### src/rtl/mc_pkg.sv
// Shared types and encodings for the multicycle MIPS control FSM.
// Optional ADDI states are built when MC_ADDI_EN is defined.
package mc_pkg;

    localparam int SW = 4;

    typedef enum logic [SW-1:0] {
        S_FETCH     = 4'd0,
        S_DECODE    = 4'd1,
        S_MEM_ADDR  = 4'd2,
        S_MEM_READ  = 4'd3,
        S_MEM_WB    = 4'd4,
        S_MEM_WRITE = 4'd5,
        S_EXECUTE   = 4'd6,
        S_R_WB      = 4'd7,
        S_BRANCH    = 4'd8,
        S_JUMP      = 4'd9
`ifdef MC_ADDI_EN
        ,
        S_ADDI_EX   = 4'd10,
        S_ADDI_WB   = 4'd11
`endif
    } state_t;

    localparam logic [5:0] OP_RTYPE = 6'd0;
    localparam logic [5:0] OP_J     = 6'd2;
    localparam logic [5:0] OP_BEQ   = 6'd4;
    localparam logic [5:0] OP_ADDI  = 6'd8;
    localparam logic [5:0] OP_LW    = 6'd35;
    localparam logic [5:0] OP_SW    = 6'd43;

    localparam logic [1:0] ALUOP_ADD   = 2'd0;
    localparam logic [1:0] ALUOP_SUB   = 2'd1;
    localparam logic [1:0] ALUOP_FUNCT = 2'd2;

    localparam logic [1:0] ASB_RT     = 2'd0;
    localparam logic [1:0] ASB_FOUR   = 2'd1;
    localparam logic [1:0] ASB_IMM    = 2'd2;
    localparam logic [1:0] ASB_IMM_SH = 2'd3;

    localparam logic [1:0] PCS_ALU    = 2'd0;
    localparam logic [1:0] PCS_ALUOUT = 2'd1;
    localparam logic [1:0] PCS_JUMP   = 2'd2;

    typedef struct packed {
        logic       pc_write;
        logic       pc_write_cond;
        logic       iord;
        logic       mem_read;
        logic       mem_write;
        logic       ir_write;
        logic       mem_to_reg;
        logic       reg_dst;
        logic       reg_write;
        logic       alu_src_a;
        logic [1:0] alu_src_b;
        logic [1:0] alu_op;
        logic [1:0] pc_source;
    } ctrl_t;

endpackage

### src/rtl/mc_next_state.sv
// Combinational next-state logic for the multicycle control FSM.
// Opcode 8 decodes to the ADDI path only when MC_ADDI_EN is defined.
module mc_next_state
    import mc_pkg::*;
#(
    parameter int OPW = 6
) (
    input  state_t         state,
    input  logic [OPW-1:0] opcode,
    input  logic [OPW-1:0] op_q,
    input  logic           mem_ready,
    output state_t         next,
    output logic           illegal
);

    always_comb begin
        next    = S_FETCH;
        illegal = 1'b0;
        unique case (state)
            S_FETCH:
                next = mem_ready ? S_DECODE : S_FETCH;
            S_DECODE: begin
                unique case (1'b1)
                    opcode == OPW'(OP_RTYPE): next = S_EXECUTE;
                    opcode == OPW'(OP_LW):    next = S_MEM_ADDR;
                    opcode == OPW'(OP_SW):    next = S_MEM_ADDR;
                    opcode == OPW'(OP_BEQ):   next = S_BRANCH;
                    opcode == OPW'(OP_J):     next = S_JUMP;
`ifdef MC_ADDI_EN
                    opcode == OPW'(OP_ADDI):  next = S_ADDI_EX;
`endif
                    default:                  illegal = 1'b1;
                endcase
            end
            // Load/store split uses the opcode captured in DECODE.
            S_MEM_ADDR:
                next = (op_q == OPW'(OP_LW)) ? S_MEM_READ : S_MEM_WRITE;
            S_MEM_READ:
                next = mem_ready ? S_MEM_WB : S_MEM_READ;
            S_MEM_WB:
                next = S_FETCH;
            S_MEM_WRITE:
                next = mem_ready ? S_FETCH : S_MEM_WRITE;
            S_EXECUTE:
                next = S_R_WB;
            S_R_WB:
                next = S_FETCH;
            S_BRANCH:
                next = S_FETCH;
            S_JUMP:
                next = S_FETCH;
`ifdef MC_ADDI_EN
            S_ADDI_EX:
                next = S_ADDI_WB;
            S_ADDI_WB:
                next = S_FETCH;
`endif
            default:
                next = S_FETCH;
        endcase
    end

endmodule

### src/rtl/multicycle_control.sv
// Main control FSM for the multicycle MIPS datapath.
// Build with MC_ADDI_EN to add the ADDI_EX/ADDI_WB states.
module multicycle_control
    import mc_pkg::*;
#(
    parameter int OPW = 6,
    parameter int STW = 4
) (
    input  logic           clk,
    input  logic           reset_n,
    input  logic [OPW-1:0] Opcode,
    input  logic           mem_ready,
    output logic           PCWrite,
    output logic           PCWriteCond,
    output logic           IorD,
    output logic           MemRead,
    output logic           MemWrite,
    output logic           IRWrite,
    output logic           MemtoReg,
    output logic           RegDst,
    output logic           RegWrite,
    output logic           ALUSrcA,
    output logic [1:0]     ALUSrcB,
    output logic [1:0]     ALUOp,
    output logic [1:0]     PCSource,
    output logic           illegal_op,
    output logic [STW-1:0] state_dbg
);

    state_t         state;
    state_t         next;
    logic [OPW-1:0] op_q;
    logic           illegal;
    ctrl_t          raw;
    ctrl_t          ctrl;

    mc_next_state #(
        .OPW(OPW)
    ) u_next (
        .state    (state),
        .opcode   (Opcode),
        .op_q     (op_q),
        .mem_ready(mem_ready),
        .next     (next),
        .illegal  (illegal)
    );

    always_ff @(posedge clk or negedge reset_n) begin
        if (!reset_n) begin
            state <= S_FETCH;
            op_q  <= '0;
        end else begin
            state <= next;
            if (state == S_DECODE)
                op_q <= Opcode;
        end
    end

    always_comb begin
        raw = '0;
        unique case (state)
            S_FETCH: begin
                raw.mem_read  = 1'b1;
                raw.alu_src_b = ASB_FOUR;
                raw.alu_op    = ALUOP_ADD;
                raw.pc_source = PCS_ALU;
                raw.ir_write  = mem_ready;
                raw.pc_write  = mem_ready;
            end
            // Speculative branch target while the opcode is decoded.
            S_DECODE: begin
                raw.alu_src_b = ASB_IMM_SH;
                raw.alu_op    = ALUOP_ADD;
            end
            S_MEM_ADDR: begin
                raw.alu_src_a = 1'b1;
                raw.alu_src_b = ASB_IMM;
                raw.alu_op    = ALUOP_ADD;
            end
            S_MEM_READ: begin
                raw.mem_read = 1'b1;
                raw.iord     = 1'b1;
            end
            S_MEM_WB: begin
                raw.reg_write  = 1'b1;
                raw.mem_to_reg = 1'b1;
            end
            S_MEM_WRITE: begin
                raw.mem_write = 1'b1;
                raw.iord      = 1'b1;
            end
            S_EXECUTE: begin
                raw.alu_src_a = 1'b1;
                raw.alu_src_b = ASB_RT;
                raw.alu_op    = ALUOP_FUNCT;
            end
            S_R_WB: begin
                raw.reg_write = 1'b1;
                raw.reg_dst   = 1'b1;
            end
            S_BRANCH: begin
                raw.alu_src_a     = 1'b1;
                raw.alu_src_b     = ASB_RT;
                raw.alu_op        = ALUOP_SUB;
                raw.pc_write_cond = 1'b1;
                raw.pc_source     = PCS_ALUOUT;
            end
            S_JUMP: begin
                raw.pc_write  = 1'b1;
                raw.pc_source = PCS_JUMP;
            end
`ifdef MC_ADDI_EN
            S_ADDI_EX: begin
                raw.alu_src_a = 1'b1;
                raw.alu_src_b = ASB_IMM;
                raw.alu_op    = ALUOP_ADD;
            end
            S_ADDI_WB: begin
                raw.reg_write = 1'b1;
            end
`endif
            default: raw = '0;
        endcase
    end

    // Reset forces every output low, not just the state.
    assign ctrl = reset_n ? raw : '0;

    assign PCWrite     = ctrl.pc_write;
    assign PCWriteCond = ctrl.pc_write_cond;
    assign IorD        = ctrl.iord;
    assign MemRead     = ctrl.mem_read;
    assign MemWrite    = ctrl.mem_write;
    assign IRWrite     = ctrl.ir_write;
    assign MemtoReg    = ctrl.mem_to_reg;
    assign RegDst      = ctrl.reg_dst;
    assign RegWrite    = ctrl.reg_write;
    assign ALUSrcA     = ctrl.alu_src_a;
    assign ALUSrcB     = ctrl.alu_src_b;
    assign ALUOp       = ctrl.alu_op;
    assign PCSource    = ctrl.pc_source;

    assign illegal_op = reset_n & illegal;
    assign state_dbg  = reset_n ? STW'(state) : '0;

endmodule
### config.mk
export PLATFORM = sky130hd
export DESIGN_NAME = multicycle_control
export DESIGN_NICKNAME = d
export VERILOG_FILES = /design/src/rtl/mc_pkg.sv /design/src/rtl/mc_next_state.sv /design/src/rtl/multicycle_control.sv
export SDC_FILE = /design/constraint.sdc
export NUM_CORES = 1
export LEC_CHECK = 0
export CORE_UTILIZATION = 45
export CTS_CLUSTER_SIZE = 24
export DETAILED_ROUTE_END_ITERATION = 8
export PLACE_DENSITY = 0.81
export SLEW_MARGIN = 20
export SYNTH_ARGS = -nofsm -noshare
export SYNTH_HDL_FRONTEND = slang
export SYNTH_HIERARCHICAL = 1
export SYNTH_SLANG_ARGS = --single-unit
### constraint.sdc
create_clock -name clk -period 2.9 [get_ports clk]
set_input_delay 0.725 -clock clk [delete_from_list [all_inputs] [get_ports clk]]
set_output_delay 0.725 -clock clk [all_outputs]
set_load 0.02 [all_outputs]
### Word level (Yosys, flattened, before mapping)

Index checks and enable logic that the tools add are counted.

| storage, ports and cells | value |
|---|---|
| flip-flop bits (word level) | 10 |
| bits of input ports | 9 |
| output and inout port bits | 21 |
| logic and storage cells | 47 |

| cells by class | value |
|---|---|
| equality and inequality tests | 14 |
| multiplexer cells | 22 |
| bitwise operators | 1 |
| reductions and logical operators | 8 |

Operators by type and width:

| kind | number |
|---|---|
| 4-bit one-hot mux with 6 select lines | 1 |
| 4-bit one-hot mux with 5 select lines | 1 |
| 6-bit == test, second input constant | 3 |
| 4-bit by 3-bit == test with 1-bit output, second input constant | 4 |
| 16-bit two-way mux | 1 |
| 4-bit one-hot mux with 4 select lines | 1 |
| 1-bit two-way mux | 12 |
| 3-bit two-way mux | 3 |
| 4-bit by 2-bit == test with 1-bit output, second input constant | 2 |
| 4-bit == test, second input constant | 2 |
| 2-bit OR reduction | 4 |
| 6-bit by 2-bit == test with 1-bit output, second input constant | 1 |
| 6-bit by 3-bit == test with 1-bit output, second input constant | 1 |
| 6-bit zero test | 1 |
| 5-bit OR reduction | 1 |
| 4-bit by 1-bit == test with 1-bit output, second input constant | 1 |
| 4-bit zero test | 1 |
| 4-bit two-way mux | 1 |
| 2-bit one-hot mux with 2 select lines | 1 |
| 3-bit OR reduction | 1 |
| 1-bit one-hot mux with 2 select lines | 1 |
| 1-bit AND | 1 |

### Logic depth before layout (Yosys ltp)

| logic depth | value |
|---|---|
| depth after elaboration | 5 |
| depth in mapped cells | 5 |
| mapped depth without buffers | 5 |

### Modules after synthesis

The synthesis kept the hierarchy.

By module, submodules not included:

| module | instances | cells each | area an instance (sq um) | sequential area each (sq um) |
|---|---|---|---|---|
| multicycle_control | 1 | 55 | 590.6 | 250.2 |
| mc_next_state | 1 | 33 | 229.0 | 0.0 |

### Worst setup path before layout

No wires, ideal clock.

| path | value |
|---|---|
| path kind | input -> output |
| start point | input port reset_n |
| end point | output port ALUOp[0] |
| arrival | 2059 ps |
| path slack | 116 ps |
| stages on the path | 3 |
| path buffers | 1 |
| cells stage by stage | or3b_1 -> nor3b_1 -> buf_4 |

| on the way | value |
|---|---|
| word-level cells in the longest chain between the ends | 1 |

RTL lines:

| element | line | RTL |
|---|---|---|
| start: declaration | multicycle_control.sv:10 | `input logic reset_n,` |
| 16-bit two-way mux | multicycle_control.sv:127 | `assign ctrl = reset_n ? raw : '0;` |
| end: declaration | multicycle_control.sv:24 | `output logic [1:0] ALUOp,` |

Every way passes these cells.

### Worst setup path after layout

| path | value |
|---|---|
| start point | input port reset_n |
| end point | output port ALUSrcB[0] |

| on the way | value |
|---|---|
| word-level cells in the longest chain between the ends | 1 |

RTL lines:

| element | line | RTL |
|---|---|---|
| 16-bit two-way mux | multicycle_control.sv:127 |  |
| end: declaration | multicycle_control.sv:23 | `output logic [1:0] ALUSrcB,` |

Every way passes these cells.

==> results.sh <==
export IMPL_path_clk_slew_ns=0.07
export IMPL_totalNegativeSetupSlack_ns=0
export IMPL_report_final_hold_viol_count=0
export IMPL_ys_ff_latch=10
export IMPL_mappedNetlistArea_um2=820
export IMPL_design_final_nets=139
export IMPL_routed_via_density=5.34
export IMPL_power_leakage_nw=0.604
export IMPL_number_of_sinks_driven_by_the_clock_tree=10
export IMPL_min_path_type="reg -> reg"
export IMPL_hold_path_endpoint="op_q[3]$_DFFE_PN0N_"
export IMPL_number_of_nets_with_antenna_violations_after_detailed_routing=0
export IMPL_design_portCount=30
export IMPL_die_area_mm2=0.00200
export IMPL_clk_root_buffer_cell="sky130_fd_sc_hd__clkbuf_4"
export IMPL_vdd_ir_drop_worst_uv=503
export IMPL_min_period_over_period_pct=98.3
export IMPL_mean_cell_area_of_the_mapped_netlist_um2=9.31
export IMPL_critical_path_depth=5
export IMPL_syn_num_nets=97
export IMPL_power_density_mw_per_mm2=610
export IMPL_avgRoutedWirePerCell_um=12.6
export IMPL_fraction_of_final_layout_cells_sized_beyond_drive_strength_1_pct=32.6
export IMPL_grt_max_degree=22
export IMPL_max_fanout_on_critical_path=4
export IMPL_gr_total_overflow=0
export IMPL_max_slew_margin_pct=66.3
export IMPL_cp_slowest_stage_delay_ns=0.51
export IMPL_worst_ep_arrival_time_ns=2.13
export IMPL_yosys_most_used_dff="sky130_fd_sc_hd__dfrtp_1"
export IMPL_start_util_pct=48.0
export IMPL_grt_antenna_before_repair=0
export IMPL_cap_viol_max_count=0
export IMPL_synth_cells=88
export IMPL_timing_setup_critical_path_class="in -> out"
export IMPL_floorplan_die_width_um=44.7
export IMPL_clock_latency_ns=0.26
export IMPL_drt_drc_violations_left=0
export IMPL_critical_path_reg2reg_startpoint="state[1]$_DFF_PN0_"
export IMPL_placement_io_buffers=29
export IMPL_start_kind="input port"
export IMPL_ys_warn_count=6
export IMPL_design_core_area_mm2=0.00171
export IMPL_critPathTopFamily="buffers and inverters"
export IMPL_grt_first_pass_wirelength_um=3120
export IMPL_die_h_um=44.7
export IMPL_syn2layout_area_growth_pct=48.2
export IMPL_hold_path_start="op_q[3]$_DFFE_PN0N_"
export IMPL_routed_wire_length_um=1940
export IMPL_r2r_end="op_q[2]$_DFFE_PN0N_"
export IMPL_worst_path_buf_inv=3
export IMPL_synth_edff_count=0
export IMPL_min_delay_path_depth=1
export IMPL_place_gp_congestion=0.721
export IMPL_maximum_clock_frequency_mhz=351
export IMPL_max_slew_worst_pin_slew_ns=0.498
export IMPL_tritoncts="done"
export IMPL_clock_tree_htree_level_count=1
export IMPL_postSynth_asyncResetShare_pct=100
export IMPL_detailed_place_hpwl_um=1510
export IMPL_detailedRoute_firstPassIterationCount=4
export IMPL_r2r_cells=3
export IMPL_worst_r2r_setup_slack_ns=1.23
export IMPL_grt_pass1_vias=727
export IMPL_synth_distinct_cells=38
export IMPL_cts_path_max_buffers=2
export IMPL_std_cell_rows=15
export IMPL_setup_viol=0
export IMPL_finalCriticalPeriod_ns=2.85
export IMPL_sort_of_element_at_the_end_of_the_critical_path="output pin"
export IMPL_antennaDiodeCount=0
export IMPL_cts_buffers_inserted=3
export IMPL_outcome="finished clean"
export IMPL_cts_hold_repair_buffers=0
export IMPL_cp_slowest_cell="sky130_fd_sc_hd__clkdlybuf4s50_1"
export IMPL_crit_path_cell_trace="clkdlybuf4s50_1 > or3b_4 > buf_4 > nor2_1 > clkdlybuf4s15_2"
export IMPL_rsz_0062_raised_after_global_routing="false"
export IMPL_clock_skew_final_ns=0.000591
export IMPL_ys_seq_area_share_pct=30.5
export IMPL_layout_core_utilization_pct=71.1
export IMPL_detail_route_iter0_violations=9
export IMPL_cp_data_required_time_ns=2.17
export IMPL_vias=822
export IMPL_groute_usage_overall_pct=20.9
export IMPL_timing_final_max_slew_violations=0
synthesized netlist by cell type (all sizes together) (2+ instances only):
cell type   n  share of area, %
dfrtp      10                31
nor2       10               4.9
mux2        6               8.2
buf         5               5.2
a21oi       4               2.4
and2        4               3.1
nand2       4               1.8
nand2b      4               3.1
nor4b       4               6.1
o21ai       4               2.4
inv         3               1.4
nor3        3               2.4
or3b        3               3.2
and4b       2               2.4
clkbuf      2              0.92
nand3b      2               1.8
nor3b       2               1.8
o31ai       2               2.4
xnor2       2               2.1
worst max-delay path by stage:
| stage | start | to | slack, ns |
|---|---|---|---|
| final | reset_n | ALUSrcB[0] | 0.05 |
| after global routing | Opcode[5] | illegal_op | 0.005 |
| after CTS | reset_n | state_dbg[2] | 0.001 |
| after detailed placement | reset_n | PCSource[0] | -0.45 |
| after global placement | reset_n | ALUOp[0] | -0.40 |
| after floorplan | reset_n | ALUOp[0] | 0.12 |
timing repair:
| action | 4_1_cts | 5_1_grt |
|---|---|---|
| resized for setup | 36 | 10 |
| pin swaps | 1 | 1 |
| cloned | 0 | 0 |
| endpoints found under the setup margin | 21 | 10 |
| buffers inserted | 0 | 1 |
| endpoints found under the hold margin | 0 | 0 |
report_power, final:
part | switching [mW] | internal, mW | total (mW)
combinational | 0.183 | 0.206 | 0.388
clock | 0.0461 | 0.0761 | 0.122
sequential | 0.0366 | 0.193 | 0.230
total | 0.265 | 0.475 | 0.741
logic make-up (layout without fill, tap and decap cells):
family	Yosys count	count (layout)	share of synthesized area, %
compound gates	15	15	13.6
xor+xnor	3	3	3.21
buf+inv	10	51	7.48
flops	10	10	30.5
mux	6	6	8.24
simple gates	44	44	36.9
routing by layer:
metal / wire length [um] / track usage (%) / vias to the layer above
met5: 0 / 0 / -
met4: 12 / 7.27 / 0
met3: 84 / 1.63 / 2
met2: 1060 / 40.3 / 22
met1: 779 / 23.8 / 396
li1: - / - / 402
cell usage in the layout, fill, tap and decap left out, drive strengths merged, types with 2 or more instances in the layout:
cell type / n
nor4b: 4
buf: 21
clkdlybuf4s50: 8
clkbuf: 4
and2: 4
inv: 3
dfrtp: 10
clkdlybuf4s15: 3
xnor2: 2
a21oi: 4
nor2: 10
nand2b: 4
o31ai: 2
mux2: 6
and4b: 2
nor3: 3
nand2: 4
dlymetal6s2s: 2
o21ai: 4
or3b: 3
nand3b: 2
nor3b: 2
dlygate4sd2: 10
through the flow:
step / hold WS (ns) / instance area [um^2] / power, mW / cells / setup WS, ns
5_1_grt: 0.527 / 1210 / 0.788 / 154 / 0.00548
3_3_place_gp: 0.491 / 1200 / 0.623 / 149 / -0.405
3_5_place_dp: 0.501 / 1200 / 0.639 / 149 / -0.446
2_1_floorplan: 0.429 / 820 / 0.491 / 88 / 0.116
6_report: 0.513 / 1210 / 0.741 / 154 / 0.0489
4_1_cts: 0.516 / 1230 / 0.744 / 153 / 0.000979
sequential cells by signal, indices dropped and copies added, names as in the netlist:
| name | count |
|---|---|
| state | 4 |
| op_q | 6 |
area by class of cell:
cell class / count / area, um^2
Multi-Input combinational cell: 68 / 515
Fill cell: 143 / 493
Timing Repair Buffer: 44 / 370
Sequential cell: 10 / 250
Clock buffer: 4 / 36.3
Tap cell: 25 / 31.3
Inverter: 3 / 11.3
worst reg2reg max path, stage by stage (launching register included):
cell and delay [ns]:
sky130_fd_sc_hd__dfrtp_1 0.48, sky130_fd_sc_hd__buf_4 0.21, sky130_fd_sc_hd__nor4b_4 0.47, sky130_fd_sc_hd__mux2_2 0.39
(Power assumes the default switching activity.)
